### config.mk
export PLATFORM = sky130hd
export DESIGN_NAME = starfield_gen_flat
export DESIGN_NICKNAME = d
export VERILOG_FILES = /design/src/rtl/starfield_gen_pkg.sv /design/src/rtl/starfield_gen_if.sv /design/src/rtl/starfield_gen_star_lfsr.sv /design/src/rtl/starfield_gen.sv /design/src/flat_wrapper.sv
export SDC_FILE = /design/constraint.sdc
export NUM_CORES = 1
export LEC_CHECK = 0
export CAP_MARGIN = 15
export CORE_AREA = 5 5 66 113
export CTS_BUF_LIST = sky130_fd_sc_hd__clkbuf_8
export CTS_CLUSTER_DIAMETER = 60
export CTS_CLUSTER_SIZE = 40
export DETAILED_ROUTE_END_ITERATION = 8
export DIE_AREA = 0 0 71 118
export GPL_TIMING_DRIVEN = 0
export PLACE_DENSITY_LB_ADDON = 0.08
export SLEW_MARGIN = 25
export SYNTH_ARGS = -nofsm -noshare
export SYNTH_HDL_FRONTEND = slang
export SYNTH_SLANG_ARGS = --single-unit
### constraint.sdc
create_clock -name vtg_clk -period 4.77 [get_ports vtg_clk]
set_clock_uncertainty 0.15 [all_clocks]
set_input_delay 0.954 -clock vtg_clk [delete_from_list [all_inputs] [get_ports vtg_clk]]
set_output_delay 0.954 -clock vtg_clk [all_outputs]
set_load 0.03 [all_outputs]
### src/rtl/starfield_gen_pkg.sv
// Shared constants and types for the star/noise video effect blocks.
// Holds the LFSR polynomial and the pixel format used between effect stages.
package starsoc_params;

  localparam int                LFSR_W    = 16;
  localparam logic [LFSR_W-1:0] LFSR_TAPS = 16'hB400;
  localparam int                RGB_W     = 24;

  typedef enum logic {WAIT_SYNC, ACTIVE} sf_state_t;
  typedef logic [RGB_W-1:0] rgb_t;

  // One right-shift Galois step of x^16+x^14+x^13+x^11+1.
  function automatic logic [LFSR_W-1:0] lfsr_step(input logic [LFSR_W-1:0] v);
    return v[0] ? ((v >> 1) ^ LFSR_TAPS) : (v >> 1);
  endfunction

endpackage

### src/rtl/starfield_gen_if.sv
// Timing-generator inputs and video outputs of the starfield source.
// master = timing side / downstream consumer, slave = starfield_gen.
interface starfield_gen_if;
  import starsoc_params::*;

  logic [9:0] pixel_x;
  logic [9:0] pixel_y;
  logic       hsync_in;
  logic       vsync_in;
  logic       video_on;
  logic       scroll_en;
  rgb_t       rgb_out;
  logic       de_out;
  logic       hsync_out;
  logic       vsync_out;
  logic [7:0] frame_cnt;

  modport master (
    output pixel_x, pixel_y, hsync_in, vsync_in, video_on, scroll_en,
    input  rgb_out, de_out, hsync_out, vsync_out, frame_cnt
  );

  modport slave (
    input  pixel_x, pixel_y, hsync_in, vsync_in, video_on, scroll_en,
    output rgb_out, de_out, hsync_out, vsync_out, frame_cnt
  );

endinterface

### src/rtl/starfield_gen_star_lfsr.sv
// 16-bit Galois LFSR with load/step/hold and zero-seed lockout guard.
// The next value is exported so callers can register it alongside their own pipeline.
module star_lfsr
  import starsoc_params::*;
(
  input  logic              clk,
  input  logic              reset,
  input  logic              load,
  input  logic              step,
  input  logic [LFSR_W-1:0] seed,
  output logic [LFSR_W-1:0] nxt
);

  logic [LFSR_W-1:0] q;
  logic [LFSR_W-1:0] seed_safe;

  always_comb begin
    // An all-zero state would stick forever.
    seed_safe = (seed == '0) ? LFSR_W'(1) : seed;
    nxt       = q;
    if (load) begin
      nxt = seed_safe;
    end else if (step) begin
      nxt = lfsr_step(q);
    end
  end

  always_ff @(posedge clk or posedge reset) begin
    if (reset) begin
      q <= LFSR_W'(1);
    end else begin
      q <= nxt;
    end
  end

endmodule

### src/rtl/starfield_gen.sv
// Scrolling pseudo-random starfield pixel source; 2-cycle latency on rgb/de/syncs, no backpressure.
// Define STARFIELD_TWINKLE_EN to modulate star brightness with frame_cnt[4:2].
module starfield_gen
  import starsoc_params::*;
#(
  parameter logic [15:0] SEED         = 16'hACE1,
  parameter int          DENSITY_BITS = 6,
  parameter logic [9:0]  SCROLL_SPEED = 10'd1
) (
  input  logic           vtg_clk,
  input  logic           reset,
  starfield_gen_if.slave vid
);

  localparam int PIPE_LAT = 2;

  sf_state_t           state;
  sf_state_t           state_nxt;
  logic                vsync_prev;
  logic                frame_edge;
  logic [7:0]          frame_cnt;
  logic [7:0]          frame_cnt_nxt;
  logic [9:0]          scroll;
  logic [9:0]          scroll_nxt;
  logic [9:0]          row;
  logic [LFSR_W-1:0]   seed;
  logic [LFSR_W-1:0]   lfsr_nxt;
  logic [7:0]          intensity;
  logic                star_s1;
  logic [7:0]          intensity_s1;
  logic [PIPE_LAT-1:0] de_pipe;
  logic [PIPE_LAT-1:0] hs_pipe;
  logic [PIPE_LAT-1:0] vs_pipe;
  rgb_t                rgb;

  assign frame_edge = vid.vsync_in & ~vsync_prev;
  assign row        = vid.pixel_y + scroll;
  assign seed       = SEED ^ {6'b0, row};

  always_comb begin
    state_nxt     = state;
    frame_cnt_nxt = frame_cnt;
    scroll_nxt    = scroll;
    case (state)
      // The first frame edge only arms the block; counting starts on the next one.
      WAIT_SYNC: if (frame_edge) state_nxt = ACTIVE;
      ACTIVE: begin
        if (frame_edge) begin
          frame_cnt_nxt = frame_cnt + 8'd1;
          if (vid.scroll_en) begin
            scroll_nxt = scroll + SCROLL_SPEED;
          end
        end
      end
    endcase
  end

  always_ff @(posedge vtg_clk or posedge reset) begin
    if (reset) begin
      state      <= WAIT_SYNC;
      vsync_prev <= 1'b0;
      frame_cnt  <= 8'd0;
      scroll     <= 10'd0;
    end else begin
      state      <= state_nxt;
      vsync_prev <= vid.vsync_in;
      frame_cnt  <= frame_cnt_nxt;
      scroll     <= scroll_nxt;
    end
  end

  star_lfsr u_lfsr (
    .clk   (vtg_clk),
    .reset (reset),
    .load  (vid.pixel_x == 10'd0),
    .step  (vid.video_on),
    .seed  (seed),
    .nxt   (lfsr_nxt)
  );

`ifdef STARFIELD_TWINKLE_EN
  assign intensity = {lfsr_nxt[2:0] ^ frame_cnt[4:2], 5'h1F};
`else
  assign intensity = {lfsr_nxt[2:0], 5'h1F};
`endif

  // Stage 1 samples the LFSR value belonging to the same pixel as the syncs.
  always_ff @(posedge vtg_clk or posedge reset) begin
    if (reset) begin
      star_s1      <= 1'b0;
      intensity_s1 <= 8'd0;
      de_pipe      <= '0;
      hs_pipe      <= '0;
      vs_pipe      <= '0;
      rgb          <= '0;
    end else begin
      star_s1      <= &lfsr_nxt[LFSR_W-1 -: DENSITY_BITS];
      intensity_s1 <= intensity;
      de_pipe      <= {de_pipe[PIPE_LAT-2:0], vid.video_on};
      hs_pipe      <= {hs_pipe[PIPE_LAT-2:0], vid.hsync_in};
      vs_pipe      <= {vs_pipe[PIPE_LAT-2:0], vid.vsync_in};
      rgb          <= (state == ACTIVE && de_pipe[0] && star_s1) ?
                      {intensity_s1, intensity_s1, intensity_s1} : '0;
    end
  end

  assign vid.rgb_out   = rgb;
  assign vid.de_out    = de_pipe[PIPE_LAT-1];
  assign vid.hsync_out = hs_pipe[PIPE_LAT-1];
  assign vid.vsync_out = vs_pipe[PIPE_LAT-1];
  assign vid.frame_cnt = frame_cnt;

endmodule

### src/flat_wrapper.sv
// flat-port wrapper written by rule: the top's interface ports become plain ports
module starfield_gen_flat import starsoc_params::*;
#(
  parameter logic [15:0] SEED         = 16'hACE1,
  parameter int          DENSITY_BITS = 6,
  parameter logic [9:0]  SCROLL_SPEED = 10'd1
)
  (vtg_clk, reset, vid_pixel_x, vid_pixel_y, vid_hsync_in, vid_vsync_in, vid_video_on, vid_scroll_en, vid_rgb_out, vid_de_out, vid_hsync_out, vid_vsync_out, vid_frame_cnt);
  starfield_gen_if vid_i ();
  input  logic vtg_clk;
  input  logic reset;
  input wire logic [$bits(vid_i.pixel_x)-1:0] vid_pixel_x;
  input wire logic [$bits(vid_i.pixel_y)-1:0] vid_pixel_y;
  input wire logic [$bits(vid_i.hsync_in)-1:0] vid_hsync_in;
  input wire logic [$bits(vid_i.vsync_in)-1:0] vid_vsync_in;
  input wire logic [$bits(vid_i.video_on)-1:0] vid_video_on;
  input wire logic [$bits(vid_i.scroll_en)-1:0] vid_scroll_en;
  output wire logic [$bits(vid_i.rgb_out)-1:0] vid_rgb_out;
  output wire logic [$bits(vid_i.de_out)-1:0] vid_de_out;
  output wire logic [$bits(vid_i.hsync_out)-1:0] vid_hsync_out;
  output wire logic [$bits(vid_i.vsync_out)-1:0] vid_vsync_out;
  output wire logic [$bits(vid_i.frame_cnt)-1:0] vid_frame_cnt;
  assign vid_i.pixel_x = vid_pixel_x;
  assign vid_i.pixel_y = vid_pixel_y;
  assign vid_i.hsync_in = vid_hsync_in;
  assign vid_i.vsync_in = vid_vsync_in;
  assign vid_i.video_on = vid_video_on;
  assign vid_i.scroll_en = vid_scroll_en;
  assign vid_rgb_out = vid_i.rgb_out;
  assign vid_de_out = vid_i.de_out;
  assign vid_hsync_out = vid_i.hsync_out;
  assign vid_vsync_out = vid_i.vsync_out;
  assign vid_frame_cnt = vid_i.frame_cnt;
  starfield_gen #(.SEED(SEED), .DENSITY_BITS(DENSITY_BITS), .SCROLL_SPEED(SCROLL_SPEED)) u_core (.vtg_clk(vtg_clk), .reset(reset), .vid(vid_i));
endmodule
==> flow_metrics.tcl, run 1 <==
set metrics [dict create \
    status "complete, no violations" \
    p_total_mw 1.322 \
    fin_crit_sh 0.5957 \
    post_cts_buffers 0 \
    async_flop_share 1.000 \
    cts_tree "done" \
    use_met3 0.03248 \
    ys_warn_count 0 \
    syn_area_mm2 0.002545 \
    dieArea_mm2 0.008378 \
    drt_iter0_markers 69 \
    grt_remaining_overflow 0 \
    min_path_type "register to register" \
    rrSetupSlack_ns 2.61 \
    synth_top_family_by_area "simple AND/OR/NAND/NOR gates" \
    hpwl_mm 4.152 \
    ys_seq_area_frac 0.4725 \
    ys_seq_elements 48 \
    gr-usage-met1 0.1306 \
    syn_inst 243 \
    regToRegStartpoint "u_core.scroll[0]" \
    firstDrtPassIters 4 \
    fill_cells 604 \
    r2r_cells 8 \
    rsz0062_at_grt "false" \
    rows 39 \
    syn_nets 281 \
    period_minus_slack_ns 2.842 \
    arrival_ns 1.74 \
    reg2reg_to "u_core.u_lfsr.q[8]" \
    synth_commonest_cells "dfrtp_1 (47), buf_4 (22), nand2_1 (21)" \
    cts_made_buffers 5 \
    peakVddDrop_v 0.0002480 \
    gp_congestion 0.8712 \
    diodes 0 \
    grt_max_degree 31 \
    grt_first_pass_wirelength_mm 8.880 \
    worstPathMaxFanout 15 \
    post_route_cells_drive_above_1_share 0.1378 \
    start_kind "register" \
    slew_violations 0 \
    maxCapViolations 0 \
    fp.dieW_um 71 \
    startpoint "u_core.vid.rgb_out[20]" \
    vias 1883 \
    cts_hold_buf 0 \
    io_pins 61 \
    antenna_left 0 \
    setup_violations 0 \
    via_per_inst 4.779 \
    synth_mux_area_frac 0.03982 \
    yosys-top-cells-area "dfrtp_1 (46%), buf_4 (6.5%), xnor2_1 (5.9%)" \
    post_cts_resized 0 \
    critPathCapture "vid_rgb_out[16]" \
    synth_edf_count 0 \
    synth_compound_area_frac 0.09341 \
    wl_per_cell_um 13.16 \
    yosysTopAreaCell "dfrtp_1" \
    whs_ns 0.2082 \
    finalHoldViolCount 0 \
    path_clk_slew_ns 0.09 \
    areaGrowthSynthToFinish_pct 32.65 \
    drc_errors 0 \
    worstSetupEndpointType "output pin" \
    fmaxAchievable_mhz 351.9 \
    synth_fa_ha_area_frac 0.06195 \
    synth_xor_area_frac 0.07571 \
    root_buffer "clkbuf_8" \
    grtUsageTotal 0.1324 \
    netlist.area_leader.share 0.4621 \
    cp.required_ns 3.67 \
    ctsHtreeMaxLevel 2 \
    layout.nets 349 \
    die_h_um 118 \
    cts_buffer_depth 2 \
    wl_mm 5.187 \
    leakagePower_nw 1.516 \
    yosysMostFrequentCell "dfrtp_1" \
    start_util 0.3951 \
    grtUsageMet2 0.2459 \
    synth_ff_type "dfrtp_1" \
    fin_tns_setup_ns 0 \
    busiest_layer "met2" \
    clock-sinks 48 \
    crit_type "register to output pin" \
    coreArea_mm2 0.006441 \
    syn_area_per_cell_um2 10.47 \
    grt_pass1_vias 1959 \
    clk_latency_ns 0.31 \
    antenna_found_initial 0 \
    yosys.area_share.simple 0.1652 \
    power_per_cell_area_mw_per_mm2 391.7 \
    yosysUniqueCellTypes 42 \
    io_buffers 60 \
]
-- layout make-up --
cell class,instances,area [µm²],area share
clock inverters,3,38.79,0.01149
clock buffers,5,68.82,0.02039
repair buffers,61,620.6,0.1838
multi-input cells,159,1114,0.3299
flip-flops and latches,48,1202,0.3562
inverters,9,33.78,0.01001
well taps,82,102.6,0.03039
plain buffers,27,195.2,0.05782
-- sequential cells by signal, indices dropped and copies added (netlist names) --
name / cells
u_core.vid.rgb_out: 4
u_core.star_s1: 1
u_core.scroll: 10
u_core.vid.frame_cnt: 8
u_core.intensity_s1: 3
u_core.hs_pipe: 2
u_core.u_lfsr.q: 15
u_core.vs_pipe: 2
u_core.de_pipe: 2
u_core.state: 1
-- kinds of logic after synthesis --
family | count (synthesis)
compound gates | 38
xor+xnor | 22
fa+ha+maj | 12
buf+inv | 36
flops | 48
mux | 10
other cells | 1
simple gates | 76
-- worst min path at each step --
stage	from	slack, ns	depth (start not counted)	to
after detailed placement	u_core.hs_pipe[0]	0.19	0	u_core.hs_pipe[1]
after global routing	u_core.hs_pipe[0]	0.23	0	u_core.hs_pipe[1]
after CTS	u_core.hs_pipe[0]	0.21	0	u_core.hs_pipe[1]
final	u_core.hs_pipe[0]	0.21	0	u_core.hs_pipe[1]
after global placement	u_core.hs_pipe[0]	0.18	0	u_core.hs_pipe[1]
after floorplan	u_core.hs_pipe[0]	0.18	0	u_core.hs_pipe[1]
-- critical path: stages (launching register included) --
cell,delay [ns]
dfrtp_1,0.59
buf_4,0.18
clkdlybuf4s50_1,0.66
-- power breakdown --
part	switching, mW	internal [mW]	total, mW
Combinational	0.212	0.213	0.425
Sequential	0.0952	0.514	0.609
Clock	0.135	0.154	0.289
Total	0.442	0.880	1.32
-- per-layer routing --
metal / vias up / wire, µm
li1: 949 / -
met1: 861 / 1882
met2: 61 / 2813
met3: 12 / 331
met4: 0 / 160
met5: - / 0
-- metrics by stage --
| stage | std cells | setup WS [ns] | util | instance area, µm² |
|---|---|---|---|---|
| 6_report | 394 | 1.928 | 0.5241 | 3376 |
| 5_1_grt | 394 | 1.819 | 0.5241 | 3376 |
| 4_1_cts | 394 | 1.887 | 0.5241 | 3376 |
| 3_5_place_dp | 386 | 1.656 | 0.5074 | 3268 |
| 3_3_place_gp | 385 | 1.542 | 0.5043 | 3248 |
| 2_1_floorplan | 243 | 2.339 | - | 2545 |
-- layout by cell type (no fill, tap or decap), drive strengths merged, types with 2 or more instances in the layout --
master and count:
nor2 13, nand3b 2, ha 11, or3 2
inv 10, clkdlybuf4s50 60, a21o 2, o21a 2
nor3 3, o21ai 10, and3 4, nand4 3
mux2i 9, a21oi 10, buf 27, nor2b 6
clkbuf 6, and2 6, xnor2 17, xor2 5
nand3 7, nand2 21, a211oi 9, and4 6
dfrtp 47
No activity file was read; power rests on OpenSTA's default activity.
==> inputs of run 2 (changes only) <==
==> constraint.sdc (replaced) <==
create_clock -name vtg_clk -period 2.8 [get_ports vtg_clk]
set_clock_uncertainty 0.15 [all_clocks]
set_input_delay 0.56 -clock vtg_clk [delete_from_list [all_inputs] [get_ports vtg_clk]]
set_output_delay 0.56 -clock vtg_clk [all_outputs]
set_load 0.03 [all_outputs]
==> results of run 2 <==
Same layout as run 1 (identical final DEF). Status: complete, no violations.
Main changes from that run: setup slack after placement 1.656 ns -> 0.07966 ns; setup slack after layout 1.928 ns -> 0.3524 ns; register-to-register setup slack 2.61 ns -> 0.64 ns; total power 1.322 mW -> 2.252 mW; worst IR drop on VDD 0.0002480 V -> 0.0004225 V
==> variant, RTL diff (flow settings as in run 1) <==
Put a register stage on the output `vid.vsync_out`, without a reset. The value now appears one clock later.
--- a/src/rtl/starfield_gen.sv
+++ b/src/rtl/starfield_gen.sv
@@ -109,3 +109,5 @@
   assign vid.hsync_out = hs_pipe[PIPE_LAT-1];
-  assign vid.vsync_out = vs_pipe[PIPE_LAT-1];
+  always_ff @(posedge vtg_clk) begin
+    vid.vsync_out <= vs_pipe[PIPE_LAT-1];
+  end
   assign vid.frame_cnt = frame_cnt;
Function: changed (a bounded check fails within 4 cycles, from zero or initial values and one cycle with reset high).
==> variant against run 1 <==
- setup slack improved by 6.0 ps
- sequential share of layout area grew 0.53 points
- sequential cell count up 1
- highest routed layer unchanged
- critical endpoint is now vid_rgb_out[2]
- power fell by 2.6%
- design area increased by 0.19%
- routed wire length decreased by 2.6%
- largest cell class unchanged
- synthesized area is 0.79% higher
- register-to-register slack hardly changed
==> variant: results (changes against run 1) <==
* Port Buf Inserts at 60 (unchanged)
* Top Metal Used: met4
* Crit Path Max Fanout at 15 (unchanged)
* Met1 Routed Length at 1910 µm (+1.3%)
* Worst hold stages at 0 (unchanged)
* Pin count of the biggest net entering global routing at 26 (-16%)
* Sw Share at 34.7% (+1.3 points)
* Met2 routed WL at 2740 µm (-2.7%)
* Final Routed Wirelength at 5050 µm (-2.6%)
* Reg2Reg Depth at 8 (unchanged)
* # diodes at 0 (unchanged)
* DPL Wire Length at 4000 µm (-3.8%)
* Leakage power at 1.51 nW (-0.41%)
* Share of cells above drive strength 1 at 14.1% (+0.28 points)
* DR iter-0 viols at 38 (-45%)
* Actual slew at the worst max-slew pin at 535 ps
* Antenna violations before repair at 0 (unchanged)
* Depth of the CTS H-tree at 2 (unchanged)
* Achievable Freq at 353 MHz (+0.21%)
* Met3 WL post-DR at 294 µm (-11%)
* Vias in the first global route at 1912 (-2.4%)
* Cts repair resizes at 0 (unchanged)
* Setup bufs post-CTS at 0 (unchanged)
* Via density per instance at 4.81 (+0.59%)
* Clk Latency, worst-skew pair at 300 ps
* CP Capture Point: vid_rgb_out[2]
* First-pass GRT wire length at 8550 µm (-3.7%)
* Syn Nets at 282 (+0.36%)
* Tot GR Track Use at 12.7% (-0.57 points)
* Root buffer cell: clkbuf_8
* Yosys warning total at 0 (unchanged)
* R2r setup slk at 2620 ps (about the same)
* Layout Nets at 350 (+0.29%)
* Hold Crit Class: reg -> reg
* VDD IR max at 0.000178 V (-28%)
* Synth unique cells at 43 (+2.4%)
* Post-synthesis sequential area ratio at 47.7% (+0.41 points)
* Reg2reg end: u_core.u_lfsr.q[8]
* Hold path endpoint: u_core.vid.vsync_out
* Total CTS buffers at 5 (unchanged)
* Total iterations of the first detailed-routing run at 4 (unchanged)
* Placer Congestion at 0.827 (-5.1%)
* Post-synth top cells: dfrtp_1 (47), buf_4 (22), nand2_1 (21), xnor2_1 (17), nor2_1 (13)
* Status: complete, no violations
* Clk slew on worst S/H paths at 100 ps
* Critical path arrival at 1730 ps
* RR Startpoint: u_core.scroll[0]
* Hold path start: u_core.vs_pipe[1]
* Pre-CTS setup slack at 1660 ps (+0.550 ps)
* Top cells by area, synth: dfrtp_1 (46%), buf_4 (6.4%), xnor2_1 (5.8%)
* Ys async rst share at 98.0% (-2.0 points)
==> variant: power groups by stage <==
stage          clock network [mW]  logic, mW  registers [mW]
3_5_place_dp                    0      0.429           0.626
2_1_floorplan                   0      0.250           0.650
5_1_grt                     0.282      0.471           0.633
4_1_cts                     0.263      0.431           0.618
3_3_place_gp                    0      0.422           0.624
6_report                    0.250      0.423           0.615
==> variant: per-layer routing <==
layer  global-route usage (%)  up-vias
li1                         -      954
met1                     12.8      882
met2                     24.1       56
met3                     2.65        7
met4                     5.53        0
met5                        0        -
==> variant: logic make-up after synthesis <==
family / share of synthesized area [%]
AO/OA/AOI/OAI: 9.27
XOR/XNOR: 7.51
adder cells (fa/ha/maj): 6.15
buffers and inverters: 8.93
flip-flops: 47.7
multiplexers: 3.95
other: 0.146
AND/OR/NAND/NOR: 16.4
==> variant: area by class of cell <==
class	count	area [µm²]
fillers	636	3060
flip-flops and latches	49	1220
multi-input cells	159	1110
repair buffers	61	621
plain buffers	27	195
well taps	82	103
clock buffers	5	68.8
inverters	9	33.8
clock inverters	3	25.0
==> variant: stage by stage <==
| step | cells | util [%] | cell area, µm² | hold WS, ps |
|---|---|---|---|---|
| 4_1_cts | 395 | 52.5 | 3380 | 218 |
| 6_report | 395 | 52.5 | 3380 | 208 |
| 2_1_floorplan | 244 | - | 2560 | 174 |
| 5_1_grt | 395 | 52.5 | 3380 | 231 |
| 3_3_place_gp | 386 | 50.7 | 3270 | 178 |
| 3_5_place_dp | 387 | 51.0 | 3290 | 193 |
==> variant: worst max-delay path, cell delays in order (launching register included) <==
cell and delay, ps:
dfrtp_1 590, buf_4 180, clkdlybuf4s50_1 660
